`src/rtl/cpu_pkg.sv`:
```
// rtl/cpu_pkg.sv - shared fetch-stage constants: pc_select codes, fetch states, instruction field positions
package cpu_pkg;

  localparam logic [1:0] PC_INC    = 2'b00;
  localparam logic [1:0] PC_BRANCH = 2'b01;
  localparam logic [1:0] PC_JUMP   = 2'b10;
  localparam logic [1:0] PC_HOLD   = 2'b11;

  typedef enum logic [1:0] {
    ST_IDLE  = 2'd0,
    ST_REQ   = 2'd1,
    ST_WAIT  = 2'd2,
    ST_VALID = 2'd3
  } fetch_state_t;

  localparam int OPCODE_MSB = 31;
  localparam int OPCODE_LSB = 26;
  localparam int FUNCT_MSB  = 5;
  localparam int FUNCT_LSB  = 0;
  localparam int IMM_MSB    = 15;
  localparam int JIDX_MSB   = 25;

endpackage

```
`src/rtl/next_pc_calc.sv`:
```
// rtl/next_pc_calc.sv - combinational next-PC selection: increment, PC-relative branch, pseudo-direct jump
module next_pc_calc
  import cpu_pkg::*;
(
  input  logic [31:0]       pc,
  input  logic [JIDX_MSB:0] instr_idx,
  input  logic [1:0]        pc_select,
  output logic [31:0]       next_pc
);

  logic [31:0] w_pc4;
  logic [31:0] w_br_off;
  logic [31:0] w_jmp_tgt;

  // instr_idx is the jump index field; its low half doubles as the branch immediate
  assign w_pc4     = pc + 32'd4;
  assign w_br_off  = {{14{instr_idx[IMM_MSB]}}, instr_idx[IMM_MSB:0], 2'b00};
  assign w_jmp_tgt = {w_pc4[31:28], instr_idx, 2'b00};

  always_comb begin
    next_pc = w_pc4;
    case (pc_select)
      PC_BRANCH: next_pc = w_pc4 + w_br_off;
      PC_JUMP:   next_pc = w_jmp_tgt;
      default:   next_pc = w_pc4;
    endcase
  end

endmodule

```
`src/rtl/instr_fetch_unit.sv`:
```
// rtl/instr_fetch_unit.sv - fetch stage with PC, single-outstanding imem request and instruction register
// Optional performance counters fetch_cnt/stall_cnt are built when IFU_PERF_CNT_EN is defined.
module instr_fetch_unit
  import cpu_pkg::*;
#(
  parameter logic [31:0] RESET_PC    = 32'h0000_0000,
  parameter int          IMEM_ADDR_W = 32
) (
  input  logic                   clk,
  input  logic                   rst_n,
  output logic                   imem_req,
  output logic [IMEM_ADDR_W-1:0] imem_addr,
  input  logic                   imem_ready,
  input  logic                   imem_rvalid,
  input  logic [31:0]            imem_rdata,
  output logic [31:0]            instr,
  output logic [5:0]             opcode,
  output logic [5:0]             funct,
  output logic [31:0]            pc_out,
  output logic                   instr_valid,
  input  logic                   instr_ready,
  input  logic [1:0]             pc_select
`ifdef IFU_PERF_CNT_EN
  ,
  output logic [31:0]            fetch_cnt,
  output logic [31:0]            stall_cnt
`endif
);

  fetch_state_t r_state;
  logic [31:0]  r_pc;
  logic [31:0]  r_instr;
  logic         r_boot_done;
  logic         w_accept;
  logic [31:0]  w_next_pc;

  assign w_accept = (r_state == ST_VALID) && instr_ready && (pc_select != PC_HOLD);

  next_pc_calc u_next_pc_calc (
    .pc        (r_pc),
    .instr_idx (r_instr[JIDX_MSB:0]),
    .pc_select (pc_select),
    .next_pc   (w_next_pc)
  );

  // IDLE spans one full cycle after reset release, so the first request appears two cycles later
  always_ff @(posedge clk) begin
    if (!rst_n) begin
      r_state     <= ST_IDLE;
      r_pc        <= RESET_PC;
      r_instr     <= '0;
      r_boot_done <= 1'b0;
    end else begin
      case (r_state)
        ST_IDLE: begin
          r_boot_done <= 1'b1;
          if (r_boot_done) r_state <= ST_REQ;
        end
        ST_REQ: begin
          if (imem_ready) r_state <= ST_WAIT;
        end
        ST_WAIT: begin
          if (imem_rvalid) begin
            r_instr <= imem_rdata;
            r_state <= ST_VALID;
          end
        end
        ST_VALID: begin
          if (w_accept) begin
            r_pc    <= w_next_pc;
            r_state <= ST_REQ;
          end
        end
        default: r_state <= ST_IDLE;
      endcase
    end
  end

  assign imem_req    = (r_state == ST_REQ);
  assign imem_addr   = r_pc[IMEM_ADDR_W-1:0];
  assign instr       = r_instr;
  assign opcode      = r_instr[OPCODE_MSB:OPCODE_LSB];
  assign funct       = r_instr[FUNCT_MSB:FUNCT_LSB];
  assign pc_out      = r_pc;
  assign instr_valid = (r_state == ST_VALID);

`ifdef IFU_PERF_CNT_EN
  logic [31:0] r_fetch_cnt;
  logic [31:0] r_stall_cnt;

  always_ff @(posedge clk) begin
    if (!rst_n) begin
      r_fetch_cnt <= '0;
      r_stall_cnt <= '0;
    end else if (r_state == ST_VALID) begin
      if (w_accept) r_fetch_cnt <= r_fetch_cnt + 32'd1;
      else          r_stall_cnt <= r_stall_cnt + 32'd1;
    end
  end

  assign fetch_cnt = r_fetch_cnt;
  assign stall_cnt = r_stall_cnt;
`endif

endmodule

```
`config.mk`:
```
export PLATFORM = sky130hd
export DESIGN_NAME = instr_fetch_unit
export DESIGN_NICKNAME = d
export VERILOG_FILES = /design/src/rtl/cpu_pkg.sv /design/src/rtl/next_pc_calc.sv /design/src/rtl/instr_fetch_unit.sv
export SDC_FILE = /design/constraint.sdc
export NUM_CORES = 1
export LEC_CHECK = 0
export ABC_AREA = 1
export CAP_MARGIN = 30
export CELL_PAD_IN_SITES_DETAIL_PLACEMENT = 1
export CELL_PAD_IN_SITES_GLOBAL_PLACEMENT = 1
export CORE_MARGIN = 4
export CORE_UTILIZATION = 38
export CTS_BUF_LIST = sky130_fd_sc_hd__clkbuf_4 sky130_fd_sc_hd__clkbuf_8 sky130_fd_sc_hd__clkbuf_16
export DETAILED_ROUTE_END_ITERATION = 8
export PLACE_DENSITY = 0.89
export SYNTH_ARGS = -nofsm -noshare
export SYNTH_HDL_FRONTEND = slang
export SYNTH_HIERARCHICAL = 1
export SYNTH_SLANG_ARGS = --single-unit
```
`constraint.sdc`:
```
create_clock -name clk -period 4.31 [get_ports clk]
set_clock_uncertainty 0.05 [all_clocks]
set_input_delay 1.293 -clock clk [delete_from_list [all_inputs] [get_ports clk]]
set_output_delay 1.293 -clock clk [all_outputs]
set_load 0.01 [all_outputs]
```
# Word level (Yosys, flattened, before mapping)
# Cells that the tools add are included.
dict set report totals {
  regBits 67
  input_bits 39
  out_inout_bits 110
  word_cells 28
}
dict set report op_classes {
  add_sub_neg 2
  eq_ne 10
  n_mux 6
  n_reduce_logical 6
}
# operator n
set op_table {}
lappend op_table {{one-hot mux 32 bit (2 select lines)} 1}
lappend op_table {{adder 32 x 3 -> 32 bit, second input constant} 1}
lappend op_table {{adder 32 bit} 1}
lappend op_table {{2-to-1 mux 2 bit} 4}
lappend op_table {{one-hot mux 2 bit (4 select lines)} 1}
lappend op_table {{== test 2 bit, second input constant} 3}
lappend op_table {{!= test 2 bit, second input constant} 3}
lappend op_table {{== test 2 x 1 -> 1 bit, second input constant} 2}
lappend op_table {{!= test 2 x 1 -> 1 bit, second input constant} 2}
lappend op_table {{AND reduction 2 bit} 2}
lappend op_table {{AND reduction 4 bit} 1}
lappend op_table {{logical AND 1 bit} 2}
lappend op_table {{zero test 2 bit} 1}

# Logic depth before layout (Yosys ltp)
dict set report depth {
  depth_word 5
  ltp_mapped 23
  mapped_depth_nobuf 23
}

# Modules after synthesis
# The synthesis kept the hierarchy.
# mod instances cells_per_inst area_per_inst_um2 seq_area_each_um2
set by_module_without_submodules {}
lappend by_module_without_submodules {next_pc_calc 1 762 3778.6 0.0}
lappend by_module_without_submodules {instr_fetch_unit 1 358 2801.4 1341.3}

# Worst setup path before layout
# OpenSTA, ideal clock, no wires.
dict set report synth_path {
  path_kind {flip-flop to flip-flop}
  startpoint {reg r_pc[2], in the netlist imem_addr[2]}
  endpoint {reg r_pc[30], in the netlist imem_addr[30]}
  setup_time_ns 0.116
  arrival_time_ns 2.784
  required_time_ns 4.144
  path_slack_ns 1.360
  path_stages_with_launch 22
  n_path_buf 0
  period_less_slack_ns 2.950
  path_cell_list {dfxtp_1 > ha_1 > nand3_2 > nor2_2 > nand2_1 > nor2_2 > nand3_1 > xor2_1 > inv_2 > ha_1 > nand2_1 > inv_1 > a21oi_1 > nor2_1 > nor2_1 > nor2_1 > nor2_1 > nand3_1 > nand3_1 > nand2_1 > o21ai_0 > nor2_1}
}
dict set report synth_between {
  elab_chain_cells 3
}
# item line
set synth_rtl {}
lappend synth_rtl {{start, declared} instr_fetch_unit.sv:31} ;# logic [31:0] r_pc;
lappend synth_rtl {{start signal, assigned} instr_fetch_unit.sv:70} ;# r_pc <= w_next_pc;
lappend synth_rtl {{adder 32 x 3 -> 32 bit *} next_pc_calc.sv:16} ;# assign w_pc4 = pc + 32'd4;
lappend synth_rtl {{adder 32 bit} next_pc_calc.sv:23} ;# PC_BRANCH: next_pc = w_pc4 + w_br_off;
lappend synth_rtl {{one-hot mux 32 bit (2 select lines) *} next_pc_calc.sv:22} ;# case (pc_select)
lappend synth_rtl {{via w_next_pc[30]} instr_fetch_unit.sv:35} ;# logic [31:0] w_next_pc;
# Mark *: on every way through the listed nets, which the timed path passes. The rest lies on a longest branch.
# A chain may end at the register's enable or synchronous reset.

# Worst setup path after layout
dict set report layout_path {
  startpoint {reg r_pc[10], in the netlist imem_addr[10]}
  endpoint {reg r_pc[21], in the netlist imem_addr[21]}
}
# The elaborated chain is that of the path after synthesis.

==> impl_metrics.env <==
export IMPL_status="finished, final reports clean"
export IMPL_start_kind="flop"
export IMPL_vias=7595
export IMPL_fillCellCount=2339
export IMPL_multi_input_comb_area_um2=4202
export IMPL_clock_path_buffers=2
export IMPL_regArea_um2=1341
export IMPL_synth_top_cell_area_share=0.2038
export IMPL_antenna_found_initial=0
export IMPL_avgSynthCellArea_um2=5.875
export IMPL_reg2regPathDepth=19
export IMPL_worstPathRequired_ns=4.50
export IMPL_critPathMaxStageDelay_ns=0.45
export IMPL_period_needed_ns=3.749
export IMPL_end_kind="flop"
export IMPL_die_area_um2=19490
export IMPL_cts_root_buf="clkbuf_16"
export IMPL_worstSkewPairLatency_ns=0.35
export IMPL_cp_endpoint="imem_addr[21]"
export IMPL_syn_area_um2=6580
export IMPL_cpMaxStageDelayCell="dfxtp_1"
export IMPL_syn_nets=1201
export IMPL_critPathBufInv=2
export IMPL_worst_ep_arrival_time_ns=3.94
export IMPL_grt_pass1_vias=7986
export IMPL_fin_crit_sh=0.8699
export IMPL_maxCapViolations=0
export IMPL_place_congestion=0.9431
export IMPL_via_per_inst=5.296
export IMPL_finalNetCount=1290
export IMPL_ys_flop_type="dfxtp_1"
export IMPL_io_buffers=148
export IMPL_critPathKind="reg2reg"
export IMPL_wl_per_cell_um=18.06
export IMPL_fin_cells=1434
export IMPL_timing_critical_path_depth=19
export IMPL_fmax_mhz=266.7
export IMPL_dp_hpwl_um=20540
export IMPL_die_h_um=139.6
export IMPL_hp_class="reg2reg"
export IMPL_r2r_slack_ns=0.56
export IMPL_grt_max_degree=51
export IMPL_hold_viol_final=0
export IMPL_ys_types=41
export IMPL_grt_usage=0.2634
export IMPL_first_pass_iters=5
export IMPL_yosysTopAreaCell="dfxtp_1"
export IMPL_cts_tree="yes"
export IMPL_cts_made_buffers=9
export IMPL_rsz0062_at_grt="no"
export IMPL_drc=0
export IMPL_final_util=0.4874
export IMPL_fp_dieW_um=139.6
export IMPL_ys_seq_elements=67
export IMPL_initial_core_util=0.3926
export IMPL_path_max_fanout=6
export IMPL_drt_iter0_drc=448
export IMPL_ctsHoldBuffers=0
export IMPL_slew_limit_headroom=0.2955
export IMPL_crit_start="imem_addr[10]"
export IMPL_async_flop_share=0
export IMPL_cpMostUsedCell="nand2_1"
export IMPL_fin_setup_tns_ns=0
export IMPL_ant_nets=0
export IMPL_worst_pin_slew_ns=1.057
export IMPL_yosysMostFrequentCell="nand2_1"
export IMPL_p_leak_uw=0.003673
export IMPL_cts_sinks=67
export IMPL_routed_wl_um=25900
export IMPL_core_um2=16760
export IMPL_worst_hold_slack_ns=0.4407
export IMPL_setup_violations=0
export IMPL_syn_to_final_growth_pct=24.15
export IMPL_synth_edf_count=0
export IMPL_r2r_start="imem_addr[10]"
export IMPL_grt_remaining_overflow=0
export IMPL_place_inst=1418
export IMPL_cts_resized=0
export IMPL_synth_commonest_cells="263 x nand2_1, 218 x nor2_1, 134 x inv_1"
export IMPL_critical_path_top_delay_family="simple AND/OR/NAND/NOR gates"
export IMPL_antenna_cells=0
export IMPL_synthCells=1120
export IMPL_path_cells="nand2_1 > nor2_1 > nand2_1 > nor2_1 > nand2_1 > nand2_1 > inv_1 > ha_1 > nand2_1 > nor2_1 > inv_1 > nor2_1 > nand3b_1 > nand3_1 > nand2_1 > nand3_1 > a21oi_1 > o21ai_0 > nor2_1"
export IMPL_cts_setup_buffers=0
export IMPL_htree_levels=3
export IMPL_drv_slew=0
export IMPL_r2r_end="imem_addr[21]"
export IMPL_drive_gt1_frac=0.05601
export IMPL_vdd_drop_max_mv=0.2529
export IMPL_num_rows=47
export IMPL_synth_area_leaders="dfxtp_1 20%, nand2_1 15%, nor2_1 12%"
export IMPL_grt_pass1_wl_um=41410
export IMPL_power_density_nw_per_um2=328.3
export IMPL_yosysWarnings=6
export IMPL_clkTransAtPathRegs_ns=0.06
export IMPL_yosysSeqAreaShare=0.2038
export IMPL_ios=149
[per-layer routing]
metal  wire length (µm)  global-route usage
met1              10990              0.3199
met2              12610              0.4621
met3               1443             0.04906
met4                856             0.09944
met5                  0                   0
[power breakdown]
group	total (µW)	switching, µW	internal, µW
Combinational	1040	574	469
Clock	774	316	458
Sequential	865	155	709
Total	2680	1050	1640
[kinds of logic after synthesis]
family                   Yosys count  share of synthesized area
AND/OR/NAND/NOR                  614                     0.3968
buffers and inverters            213                     0.1576
AO/OA/AOI/OAI                    161                     0.1301
flip-flops                        67                     0.2038
adder cells (fa/ha/maj)           42                    0.08100
XOR/XNOR                          23                    0.03061
[flip-flops by register name, indices dropped and copies added (netlist names)]
name	cells
r_state	2
imem_addr	32
r_boot_done	1
instr	32
[layout by cell type (no fill, tap or decap), drive strengths merged, types with 18 or more instances in the layout]
master / Yosys / final
nor2: 231 / 231
o21ai: 78 / 78
a21oi: 67 / 67
ha: 41 / 41
dfxtp: 67 / 67
clkdlybuf4s50: 0 / 147
nand2: 275 / 275
xor2: 18 / 18
inv: 139 / 142
nand3: 66 / 66
[how the worst min path moves through the flow]
stage	endpoint	startpoint	depth (start not counted)	slack, ns
floorplan	r_boot_done	r_boot_done	1	0.39
global placement	r_boot_done	r_boot_done	1	0.40
detailed placement	r_boot_done	r_boot_done	1	0.41
CTS	r_boot_done	r_boot_done	1	0.44
global route	r_boot_done	r_boot_done	1	0.47
finish	r_boot_done	r_boot_done	1	0.44
[through the flow]
stage	total power [µW]	setup WS [ns]	area (µm²)
floorplan	1463	1.360	6580
CTS	2697	0.6726	8169
detailed placement	1901	0.7280	7860
finish	2682	0.5605	8169
global placement	1862	0.6917	7840
global route	2843	0.2869	8169
[cell type report]
class / instances / share of cell area
Sequential cell: 67 / 0.1642
Multi-Input combinational cell: 840 / 0.5143
Timing Repair Buffer: 151 / 0.1850
Clock buffer: 9 / 0.02757
Tap cell: 220 / 0.03370
Inverter: 140 / 0.06494
Clock inverter: 7 / 0.01026
Note: power is estimated with default switching activity, not from simulation.
